File: config.mk
export PLATFORM = sky130hd
export DESIGN_NAME = wb_stage
export DESIGN_NICKNAME = d
export VERILOG_FILES = /design/src/rtl/wb_stage.sv
export SDC_FILE = /design/constraint.sdc
export NUM_CORES = 1
export LEC_CHECK = 0
export ABC_AREA = 1
export BUFFER_PORTS_ARGS = -buffer_cell sky130_fd_sc_hd__buf_2
export CELL_PAD_IN_SITES_DETAIL_PLACEMENT = 0
export CELL_PAD_IN_SITES_GLOBAL_PLACEMENT = 1
export CORE_MARGIN = 4
export CORE_UTILIZATION = 27
export CTS_CLUSTER_DIAMETER = 40
export DETAILED_ROUTE_END_ITERATION = 8
export GPL_TIMING_DRIVEN = 0
export PLACE_DENSITY = 0.84
export SKIP_CTS_REPAIR_TIMING = 1
export SLEW_MARGIN = 20
export SYNTH_ARGS = -nofsm -noshare
export SYNTH_HDL_FRONTEND = slang
export SYNTH_SLANG_ARGS = --single-unit
export TNS_END_PERCENT = 1
File: constraint.sdc
create_clock -name clk -period 1.32 [get_ports clk]
set_clock_uncertainty 0.1 [all_clocks]
set_input_delay 0.198 -clock clk [delete_from_list [all_inputs] [get_ports clk]]
set_output_delay 0.198 -clock clk [all_outputs]
set_load 0.02 [all_outputs]
File: src/rtl/wb_stage.sv
// Write-back stage: commits ALU/link results in one cycle and waits for load data,
// extracting and extending sub-word loads before the register-file write.
module wb_stage (
    input  logic        clk,
    input  logic        reset,
    input  logic        in_valid,
    output logic        in_ready,
    input  logic        in_reg_write,
    input  logic [4:0]  in_rd,
    input  logic [1:0]  in_wb_sel,
    input  logic [31:0] in_alu_result,
    input  logic [31:0] in_pc_plus4,
    input  logic [2:0]  in_funct3,
    input  logic [1:0]  in_addr_lo,
    input  logic        mem_rvalid,
    input  logic [31:0] mem_rdata,
    output logic        regWrite,
    output logic [4:0]  writeReg,
    output logic [31:0] writeData,
    output logic        pending_valid,
    output logic [4:0]  pending_rd,
    output logic        load_err
);

    typedef enum logic [1:0] {
        IDLE      = 2'd0,
        WAIT_LOAD = 2'd1,
        COMMIT    = 2'd2
    } state_t;

    state_t      state_q, state_d;
    logic        reg_write_q, reg_write_d;
    logic [4:0]  rd_q, rd_d;
    logic [1:0]  wb_sel_q, wb_sel_d;
    logic [2:0]  funct3_q, funct3_d;
    logic [1:0]  addr_lo_q, addr_lo_d;
    logic [31:0] alu_result_q, alu_result_d;
    logic [31:0] pc_plus4_q, pc_plus4_d;
    logic [4:0]  write_reg_q, write_reg_d;
    logic [31:0] write_data_q, write_data_d;
    logic        reg_wr_out_q, reg_wr_out_d;
    logic        load_err_q, load_err_d;
    logic        pending_valid_q, pending_valid_d;
    logic        in_ready_q, in_ready_d;
    logic        accept_s;
    logic        will_write_s;

    // Misaligned or unsupported load encodings are rejected before any memory wait.
    function automatic logic load_bad(input logic [2:0] f3, input logic [1:0] lo);
        logic bad;
        case (f3)
            3'b000, 3'b100: bad = 1'b0;
            3'b001, 3'b101: bad = lo[0];
            3'b010:         bad = (lo != 2'b00);
            default:        bad = 1'b1;
        endcase
        return bad;
    endfunction

    function automatic logic [31:0] load_extract(input logic [31:0] word,
                                                 input logic [2:0]  f3,
                                                 input logic [1:0]  lo);
        logic [7:0]  byte_v;
        logic [15:0] half_v;
        logic [31:0] res;
        byte_v = word[8*lo +: 8];
        half_v = lo[1] ? word[31:16] : word[15:0];
        case (f3)
            3'b000:  res = {{24{byte_v[7]}}, byte_v};
            3'b100:  res = {24'h000000, byte_v};
            3'b001:  res = {{16{half_v[15]}}, half_v};
            3'b101:  res = {16'h0000, half_v};
            default: res = word;
        endcase
        return res;
    endfunction

    assign accept_s     = in_valid && in_ready_q;
    assign will_write_s = in_reg_write && (in_rd != 5'd0);

    // Next-state and registered-output computation.
    always_comb begin
        state_d         = state_q;
        reg_write_d     = reg_write_q;
        rd_d            = rd_q;
        wb_sel_d        = wb_sel_q;
        funct3_d        = funct3_q;
        addr_lo_d       = addr_lo_q;
        alu_result_d    = alu_result_q;
        pc_plus4_d      = pc_plus4_q;
        write_reg_d     = write_reg_q;
        write_data_d    = write_data_q;
        reg_wr_out_d    = 1'b0;
        load_err_d      = 1'b0;
        pending_valid_d = pending_valid_q;
        case (state_q)
            WAIT_LOAD: begin
                if (mem_rvalid) begin
                    state_d      = COMMIT;
                    write_reg_d  = rd_q;
                    write_data_d = load_extract(mem_rdata, funct3_q, addr_lo_q);
                    reg_wr_out_d = reg_write_q && (rd_q != 5'd0);
                end else begin
                    state_d = WAIT_LOAD;
                end
            end
            default: begin
                if (accept_s) begin
                    reg_write_d  = in_reg_write;
                    rd_d         = in_rd;
                    wb_sel_d     = in_wb_sel;
                    funct3_d     = in_funct3;
                    addr_lo_d    = in_addr_lo;
                    alu_result_d = in_alu_result;
                    pc_plus4_d   = in_pc_plus4;
                    if (in_wb_sel != 2'b01) begin
                        state_d         = COMMIT;
                        write_reg_d     = in_rd;
                        write_data_d    = (in_wb_sel == 2'b10) ? in_pc_plus4 : in_alu_result;
                        reg_wr_out_d    = will_write_s;
                        pending_valid_d = will_write_s;
                    end else if (load_bad(in_funct3, in_addr_lo)) begin
                        // Faulting load still occupies a COMMIT slot but writes nothing.
                        state_d         = COMMIT;
                        write_reg_d     = in_rd;
                        load_err_d      = 1'b1;
                        pending_valid_d = 1'b0;
                    end else begin
                        state_d         = WAIT_LOAD;
                        pending_valid_d = will_write_s;
                    end
                end else begin
                    state_d         = IDLE;
                    pending_valid_d = 1'b0;
                end
            end
        endcase
        in_ready_d = (state_d != WAIT_LOAD);
    end

    // State and output registers with synchronous reset.
    always_ff @(posedge clk) begin
        if (reset) begin
            state_q         <= IDLE;
            reg_write_q     <= 1'b0;
            rd_q            <= 5'd0;
            wb_sel_q        <= 2'b00;
            funct3_q        <= 3'b000;
            addr_lo_q       <= 2'b00;
            alu_result_q    <= 32'h0000_0000;
            pc_plus4_q      <= 32'h0000_0000;
            write_reg_q     <= 5'd0;
            write_data_q    <= 32'h0000_0000;
            reg_wr_out_q    <= 1'b0;
            load_err_q      <= 1'b0;
            pending_valid_q <= 1'b0;
            in_ready_q      <= 1'b1;
        end else begin
            state_q         <= state_d;
            reg_write_q     <= reg_write_d;
            rd_q            <= rd_d;
            wb_sel_q        <= wb_sel_d;
            funct3_q        <= funct3_d;
            addr_lo_q       <= addr_lo_d;
            alu_result_q    <= alu_result_d;
            pc_plus4_q      <= pc_plus4_d;
            write_reg_q     <= write_reg_d;
            write_data_q    <= write_data_d;
            reg_wr_out_q    <= reg_wr_out_d;
            load_err_q      <= load_err_d;
            pending_valid_q <= pending_valid_d;
            in_ready_q      <= in_ready_d;
        end
    end

    assign in_ready      = in_ready_q;
    assign regWrite      = reg_wr_out_q;
    assign writeReg      = write_reg_q;
    assign writeData     = write_data_q;
    assign pending_valid = pending_valid_q;
    assign pending_rd    = rd_q;
    assign load_err      = load_err_q;

endmodule

==> results of run 1 <==
-- routing by layer --
layer,vias to the layer above,wire (um),track usage [%]
met2,147,6638,30.80
met1,1888,6172,23.43
li1,2213,-,-
met4,0,243,5.297
met5,-,0,0
met3,22,864,3.704
-- power by group through the flow --
stage	clock network (mW)	registers [mW]	logic (mW)
final	1.40	1.87	1.58
after global routing	1.48	1.88	1.75
after CTS	1.42	1.86	1.36
after detailed placement	0	1.89	1.35
after global placement	0	1.89	1.35
after floorplan	0	2.04	0.674
-- cells by family (layout without fill, tap and decap cells) --
family	after synthesis	count (layout)	synth area share [%]
compound gates	151	151	23.20
buf+inv	76	263	9.615
flops	54	54	32.32
other cells	0	1	0
simple gates	281	281	34.87
-- stage by stage --
stage                     TNS [ps]  power (mW)  cell area, um2  hold slack (ps)
after floorplan              -3600       2.714            3347            167.1
final                        -9148       4.849            4967            19.18
after global placement      -23790       3.239            4348            330.7
after detailed placement    -23570       3.245            4348            332.7
after global routing        -12250       5.108            4967            27.31
after CTS                   -16550       4.635            4499            19.06
-- sequential cells by signal, summed over array words and instances, names as in the netlist --
name / cells
state_q: 2
regWrite: 1
pending_valid: 1
writeReg: 5
in_ready: 1
load_err: 1
writeData: 32
addr_lo_q: 2
reg_write_q: 1
funct3_q: 3
pending_rd: 5
-- cell usage after synthesis (all sizes together) --
| library cell | number | area share [%] |
|---|---|---|
| buf | 15 | 2.7 |
| a21oi | 71 | 11 |
| nand3b | 5 | 1.1 |
| inv | 41 | 4.7 |
| and2 | 1 | 0.19 |
| clkbuf | 20 | 2.2 |
| o21bai | 1 | 0.22 |
| a22oi | 1 | 0.22 |
| nor2 | 83 | 9.7 |
| nand4 | 2 | 0.37 |
| dfxtp | 54 | 32 |
| nand2 | 138 | 16 |
| nand3 | 52 | 7.8 |
| o21ai | 78 | 12 |
-- placed cells by master (no fill, tap or decap), types with 6 or more instances in the layout --
cell	Yosys	layout
buf_2	9	160
nand2_1	135	133
nor2_1	80	77
a21oi_1	69	66
dfxtp_1	54	53
nand3_1	52	51
o21ai_0	45	38
inv_1	32	30
o21ai_1	33	29
buf_4	4	18
o21ai_2	0	11
clkbuf_1	20	10
buf_6	1	7
clkbuf_16	0	7
clkbuf_2	0	6
-- final cells by class --
class / count / area share [%]
Antenna cell: 1 / 0.05038
Buffer: 35 / 5.567
Clock buffer: 6 / 2.796
Clock inverter: 2 / 0.2519
Inverter: 41 / 3.955
Multi-Input combinational cell: 432 / 40.91
Sequential cell: 54 / 21.79
Tap cell: 168 / 4.232
Timing Repair Buffer: 178 / 20.23
Timing Repair inverter: 1 / 0.2267
-- how the worst min path moves through the flow --
stage,from,endpoint,slack [ps],cells past startpoint
finish,reset,state_q[1]$_SDFF_PP0_,20,2
global route,reset,pending_valid$_SDFFE_PP0N_,30,2
CTS,reset,pending_valid$_SDFFE_PP0N_,20,2
detailed placement,reset,pending_valid$_SDFFE_PP0N_,330,2
global placement,reset,state_q[1]$_SDFF_PP0_,330,2
floorplan,reset,regWrite$_SDFF_PP0_,170,1
-- worst register-to-register path: stages (launching register included) --
cell and delay [ps]:
dfxtp_1 310, inv_2 60, nor2_4 40, buf_6 130, nand2_4 80, inv_4 40, a21oi_4 130, buf_12 170
clkinv_16 100, buf_12 150, o21ai_1 120, nor2_1 60
==> flow_summary.yaml, run 1 <==
status:
  status: "complete, but fails checks"
  violations: "setup timing"
synthesis:
  syn_area_um2: 3344
  ys_seq_area_share_pct: 32.32
  ys_ff_latch: 54
  yosysUniqueCellTypes: 25
  syn_area_per_cell_um2: 5.951
  syn_nets: 675
  yosys_warnings: 0
  syn_inst: 562
clock_tree:
  cts-root-buf: "clkbuf_16"
  clk_path_buf_depth: 2
  insertion_delay_ps: 300
  tritoncts: "built"
  cts.reportedPaths.clkPinSlew_ps: 70
  cts.sinks: 54
  numCtsBuffers: 5
  h-tree-depth: 2
floorplan:
  die_area_um2: 14230
  fp.dieW_um: 119.3
  num_rows: 40
  core_um2: 12060
  die_h_um: 119.3
  start_util_pct: 27.73
  ioPinCount: 159
finish:
  num-fill-cells: 1334
  layout.nets: 861
  drive_gt1_share_pct: 33.51
  regArea_um2: 1082
  syn_to_final_growth_pct: 48.52
  stdcell_count: 918
  post-route-util_pct: 41.18
  multi_input_area_um2: 2032
global_route:
  grt_pass1_wl_um: 20770
  antenna_found_initial: 1
  grt_pass1_vias: 4008
  grt_overflow: 0
  track_usage_pct: 18.22
  grt_max_degree: 17
worst_setup_path:
  cp.arrival_ps: 1680
  cp_num_cells: 11
  slowest_stage: "dfxtp_1"
  path_max_fanout: 10
  cp_cell_sequence: "inv_2, nor2_4, buf_6, nand2_4, inv_4, a21oi_4, buf_12, clkinv_16, buf_12, o21ai_1, nor2_1"
  critPathKind: "flip-flop to flip-flop"
  crit_top_cell: "buf_12"
  r2r_cells: 11
  critPathLaunch: "state_q[0]$_SDFF_PP0_"
  cpLargestDelayFamily: "buffers and inverters"
  endpoint_kind: "flip-flop"
  r2r_start: "state_q[0]$_SDFF_PP0_"
  cp-start-kind: "flip-flop"
  max_stage_delay_ps: 310
  cp_num_buf_inv: 6
  worstReg2RegEnd: "writeData[1]$_SDFFE_PP0P_"
  required_ps: 1410
  endpoint: "writeData[1]$_SDFFE_PP0P_"
  r2r_slack_ps: -270
power:
  switching_share_pct: 34.60
  clock_power_share_pct: 28.9
  power_switching_mw: 1.678
  internal-power_mw: 3.171
  p_seq_share_pct: 38.5
  combPwrFrac_pct: 32.7
  p_leak_nw: 2.557
  ir_worst_vdd_mv: 0.4672
  powerDensity_nw_per_um2: 976.2
run:
  drv_cap: 0
timing:
  slew_violations: 0
  rsz0062_at_grt: "yes"
  period_minus_slack_ps: 1593
  slew_headroom_pct: 66.59
  period_share_pct: 120.7
  maxClockFrequency_mhz: 627.6
  tightest_slew_ps: 501.2
  setup_ws_ps: -273.5
  finalHoldViolations: 0
  setup-violations-final: 44
drt:
  wl_per_cell_um: 15.16
  vias_per_cell: 4.651
  detail-route-antenna-nets: 0
  vias: 4270
  route.detailed.drc: 0
  routed_wl_um: 13920
  first_iter_violations: 264
  dr.pass1.iters: 5
place:
  routabilityCongestion: 0.8963
  dp_cells: 888
  dp_slack_ps: -887.7
  port_buffers: 158
  hpwl_um: 10740
min_path:
  min_path_type: "primary input to flip-flop"
Power figures use the tool's default switching activity.
==> run 2, diff against run 1 <==
--- a/config.mk
+++ b/config.mk
@@ -7,13 +7,15 @@
 export LEC_CHECK = 0
 export ABC_AREA = 1
 export BUFFER_PORTS_ARGS = -buffer_cell sky130_fd_sc_hd__buf_2
+export CAP_MARGIN = 20
 export CELL_PAD_IN_SITES_DETAIL_PLACEMENT = 0
 export CELL_PAD_IN_SITES_GLOBAL_PLACEMENT = 1
 export CORE_MARGIN = 4
 export CORE_UTILIZATION = 27
 export CTS_CLUSTER_DIAMETER = 40
 export DETAILED_ROUTE_END_ITERATION = 8
-export GPL_TIMING_DRIVEN = 0
+export GPL_TIMING_DRIVEN = 1
+export MAX_ROUTING_LAYER = met4
 export PLACE_DENSITY = 0.84
 export SKIP_CTS_REPAIR_TIMING = 1
 export SLEW_MARGIN = 20
==> flow_summary.yaml, run 2 (synthesis results as in run 1) <==
clock_tree:
  h-tree-depth: 2
  tritoncts: "built"
  insertion_delay_ps: 290
  numCtsBuffers: 5
  cts-root-buf: "clkbuf_16"
  cts.reportedPaths.clkPinSlew_ps: 70
  clk_path_buf_depth: 2
  cts.sinks: 54
global_route:
  grt_pass1_vias: 4058
  grt_max_degree: 30
  grt_overflow: 0
  track_usage_pct: 18.24
  grt_pass1_wl_um: 20490
  antenna_found_initial: 0
finish:
  layout_commonest_cell: "buf_2"
  stdcell_count: 913
  num_antenna_cells: 0
  num-fill-cells: 1291
  syn_to_final_growth_pct: 53.42
  layout.nets: 857
  layout_common_cells: "158 x buf_2, 133 x nand2_1, 71 x nor2_1"
  drive_gt1_share_pct: 37.72
  post-route-util_pct: 42.54
  design_area_um2: 5131
  largest_reg_flops: 32
drt:
  first_iter_violations: 266
  detail-route-antenna-nets: 0
  vias: 4224
  route.detailed.drc: 0
  routed_wl_um: 13210
  dr.pass1.iters: 4
  vias_per_cell: 4.627
  wl_per_cell_um: 14.47
place:
  dp_cells: 899
  hpwl_um: 10090
  port_buffers: 158
  placement.cell_area_um2: 4641
  routabilityCongestion: 0.8809
floorplan:
  start_util_pct: 27.73
  num_rows: 40
  die_h_um: 119.3
  core_um2: 12060
  ioPinCount: 159
  die_area_um2: 14230
  fp.dieW_um: 119.3
min_path:
  min_path_type: "primary input to flip-flop"
  hold_depth: 2
  min_from: "reset"
  min_to: "regWrite$_SDFF_PP0_"
worst_setup_path:
  worstReg2RegEnd: "writeData[13]$_SDFFE_PP0P_"
  cp_num_buf_inv: 5
  cp_cell_sequence: "inv_2, nor2_4, buf_12, nand2_4, inv_4, a21oi_4, clkinv_4, clkbuf_16, o21ai_1, a21oi_1"
  r2r_slack_ps: -230
  slowest_stage: "dfxtp_2"
  cp.arrival_ps: 1640
  r2r_start: "state_q[0]$_SDFF_PP0_"
  path_max_fanout: 14
  max_stage_delay_ps: 320
  cpLargestDelayFamily: "buffers and inverters"
  cp-start-kind: "flip-flop"
  critPathLaunch: "state_q[0]$_SDFF_PP0_"
  critPathKind: "flip-flop to flip-flop"
  r2r_cells: 10
  endpoint_kind: "flip-flop"
  required_ps: 1410
power:
  switching_share_pct: 31.53
  internal-power_mw: 3.588
  clock_power_share_pct: 33.8
  p_total_mw: 5.240
  power_switching_mw: 1.652
  p_seq_share_pct: 35.8
  p_leak_nw: 2.638
  powerDensity_nw_per_um2: 1021
  ir_worst_vdd_mv: 0.5173
  combPwrFrac_pct: 30.4
timing:
  rsz0062_at_grt: "yes"
  period_minus_slack_ps: 1553
  period_share_pct: 117.7
  setup_ws_ps: -233.0
  slew_headroom_pct: 82.15
  finalHoldViolations: 0
  slew_violations: 0
  setup-violations-final: 38
  tightest_slew_ps: 264.9
  maxClockFrequency_mhz: 643.9
status:
  status: "complete, but fails checks"
  violations: "setup timing"
run:
  drv_cap: 0
## run 2: changes by cell type in the layout (fill, tap and decap cells not counted), moves of 4 or more
| cell | previous run | this run |
|---|---|---|
| nor2_2 | 2 | 9 |
| o21ai_2 | 11 | 21 |
| o21ai_1 | 29 | 15 |
| clkbuf_1 | 10 | 0 |
| clkbuf_2 | 6 | 0 |
| buf_12 | 5 | 10 |
| o21ai_0 | 38 | 42 |
| nor2_1 | 77 | 71 |
| buf_4 | 18 | 34 |
## run 2: layer usage
layer,vias to the layer above,track usage [%],share of wire [%]
li1,2206,-,-
met1,1891,23.98,47
met4,0,5.297,2.3
met2,111,29.21,47
met5,-,-,0
met3,16,2.707,4.3
## run 2: how the worst max path moves through the flow
stage | endpoint | slack (ps) | depth (start not counted)
final | writeData[13]$_SDFFE_PP0P_ | -230 | 10
after global routing | writeData[13]$_SDFFE_PP0P_ | -330 | 10
after CTS | writeData[3]$_SDFFE_PP0P_ | -240 | 8
after detailed placement | writeData[3]$_SDFFE_PP0P_ | -230 | 8
after global placement | writeData[3]$_SDFFE_PP0P_ | -220 | 8
after floorplan | writeData[0]$_SDFFE_PP0P_ | -110 | 9
## run 2: power groups by stage
stage | logic (mW) | registers, mW | clock network (mW)
3_3_place_gp | 1.44 | 1.90 | 0
3_5_place_dp | 1.45 | 1.90 | 0
6_report | 1.59 | 1.87 | 1.77
4_1_cts | 1.46 | 1.86 | 1.80
5_1_grt | 1.76 | 1.89 | 1.87
2_1_floorplan | 0.674 | 2.04 | 0
## run 2: area by class of cell
class / instances / area (um2) / area share (%)
flip-flops and latches: 54 / 1087 / 21.19
multi-input cells: 432 / 2101 / 40.94
well taps: 168 / 210.2 / 4.097
clock buffers: 6 / 138.9 / 2.707
inverters: 41 / 166.4 / 3.243
repair buffers: 210 / 1368 / 26.65
clock inverters: 2 / 60.06 / 1.170
## run 2: metrics by stage
| step | hold WS (ps) | worst slack, ps | setup TNS, ps |
|---|---|---|---|
| 3_3_place_gp | 316.0 | -222.7 | -5055 |
| 5_1_grt | 23.29 | -326.1 | -8771 |
| 3_5_place_dp | 319.1 | -227.5 | -5681 |
| 6_report | 21.91 | -233.0 | -6088 |
| 2_1_floorplan | 167.1 | -110.5 | -3600 |
| 4_1_cts | 4.233 | -239.4 | -6272 |
==> run 3, diff against run 2 <==
--- a/config.mk
+++ b/config.mk
@@ -10,13 +10,13 @@
 export CAP_MARGIN = 20
 export CELL_PAD_IN_SITES_DETAIL_PLACEMENT = 0
 export CELL_PAD_IN_SITES_GLOBAL_PLACEMENT = 1
-export CORE_MARGIN = 4
-export CORE_UTILIZATION = 27
+export CORE_UTILIZATION = 25
 export CTS_CLUSTER_DIAMETER = 40
 export DETAILED_ROUTE_END_ITERATION = 8
 export GPL_TIMING_DRIVEN = 1
+export HOLD_SLACK_MARGIN = 0.03
 export MAX_ROUTING_LAYER = met4
-export PLACE_DENSITY = 0.84
+export PLACE_DENSITY = 0.79
 export SKIP_CTS_REPAIR_TIMING = 1
 export SLEW_MARGIN = 20
 export SYNTH_ARGS = -nofsm -noshare
==> flow_summary.yaml, run 3 (synthesis results as in run 1) <==
drt:
  detail-route-antenna-nets: 0
  routed.top_layer: "met4"
  routed_wl_um: 12580
  vias_per_cell: 4.554
  wl_met1_um: 5954
  wl_met3_um: 614
  met2_length_um: 5609
  first_iter_violations: 202
  vias: 4144
  route.detailed.drc: 0
  dr.pass1.iters: 4
  wl_per_cell_um: 13.82
finish:
  layout_common_cells: "158 x buf_2, 133 x nand2_1, 78 x nor2_1"
  largest_reg_flops: 32
  layout.nets: 849
  design_area_um2: 4865
  drive_gt1_share_pct: 32.70
  num-fill-cells: 1471
  syn_to_final_growth_pct: 45.45
  layout_commonest_cell: "buf_2"
clock_tree:
  tritoncts: "built"
  insertion_delay_ps: 290
  clk_path_buf_depth: 2
  numCtsBuffers: 5
  cts.sinks: 54
  cts-root-buf: "clkbuf_16"
  h-tree-depth: 2
  cts.reportedPaths.clkPinSlew_ps: 70
floorplan:
  ioPinCount: 159
  die_h_um: 117.7
  core_um2: 12820
  die_area_um2: 13840
  num_rows: 41
  start_util_pct: 26.08
  fp.dieW_um: 117.7
timing:
  slew_headroom_pct: 80.99
  finalHoldViolations: 0
  period_minus_slack_ps: 1436
  period_share_pct: 108.8
  hold_slack_ps: 73.92
  rsz0062_at_grt: "yes"
  maxClockFrequency_mhz: 696.5
  tightest_slew_ps: 282.2
  slew_violations: 0
  setup_ws_ps: -115.8
  setup-violations-final: 46
place:
  placement.cell_area_um2: 4591
  hpwl_um: 9808
  routabilityCongestion: 0.8736
  port_buffers: 158
worst_setup_path:
  worstReg2RegEnd: "writeData[7]$_SDFFE_PP0P_"
  r2r_slack_ps: -120
  required_ps: 1410
  endpoint_kind: "flip-flop"
  path_max_fanout: 30
  cp.arrival_ps: 1530
  critPathKind: "flip-flop to flip-flop"
  endpoint: "writeData[7]$_SDFFE_PP0P_"
  cp-start-kind: "flip-flop"
  critPathLaunch: "state_q[0]$_SDFF_PP0_"
  r2r_cells: 8
  r2r_start: "state_q[0]$_SDFF_PP0_"
power:
  ir_worst_vdd_mv: 0.5003
  powerDensity_nw_per_um2: 1047
  p_leak_nw: 2.536
global_route:
  antenna_found_initial: 1
  grt_pass1_vias: 3888
  grt_overflow: 0
  track_usage_pct: 18.54
  grt_pass1_wl_um: 19910
  grt_max_degree: 41
status:
  status: "complete, but fails checks"
  violations: "setup timing"
run:
  drv_cap: 0
min_path:
  min_path_type: "primary input to flip-flop"
## run 3: power by group
part	internal (mW)	switching, mW
logic	0.598	0.874
registers	1.78	0.0939
clock network	1.14	0.612
total	3.51	1.58
## run 3: layout make-up
cell class / count / area, um2 / area share (%)
clock inverters: 2 / 60.06 / 1.235
multi-input cells: 432 / 1987 / 40.84
diodes: 1 / 2.502 / 0.05144
clock buffers: 6 / 138.9 / 2.855
repair buffers: 202 / 1219 / 25.05
flip-flops and latches: 54 / 1084 / 22.27
inverters: 41 / 158.9 / 3.266
well taps: 172 / 215.2 / 4.424
## run 3: how the worst min path moves through the flow
stage | to | from | cells after the start
3_5_place_dp | regWrite$_SDFF_PP0_ | reset | 2
2_1_floorplan | regWrite$_SDFF_PP0_ | reset | 1
5_1_grt | addr_lo_q[0]$_SDFFE_PP0P_ | in_addr_lo[0] | 3
4_1_cts | regWrite$_SDFF_PP0_ | reset | 2
6_report | addr_lo_q[0]$_SDFFE_PP0P_ | in_addr_lo[0] | 3
3_3_place_gp | regWrite$_SDFF_PP0_ | reset | 2
## run 3: worst max-delay path, cell delays in order (launching register included)
cell,delay (ps)
dfxtp_1,320
inv_1,60
nor2_4,160
inv_2,80
buf_12,170
a21oi_1,160
nand3_1,150
nand2_1,90
a21oi_1,50
## run 3: stage by stage
| step | TNS (ps) | power, mW | util (%) | worst slack [ps] | cells |
|---|---|---|---|---|---|
| 5_1_grt | -7928 | 5.370 | 37.93 | -220.8 | 910 |
| 4_1_cts | -4621 | 5.109 | 37.35 | -157.1 | 907 |
| 6_report | -3640 | 5.094 | 37.93 | -115.8 | 910 |
| 2_1_floorplan | -3600 | 2.714 | - | -110.5 | 562 |
| 3_3_place_gp | -3216 | 3.346 | 35.80 | -108.9 | 899 |
| 3_5_place_dp | -4203 | 3.338 | 35.80 | -158.3 | 899 |
## run 3: routing by layer
layer,track usage (%),vias to the layer above
met5,-,-
met4,7.612,0
met3,2.519,24
met2,28.53,132
met1,24.35,1806
li1,-,2182
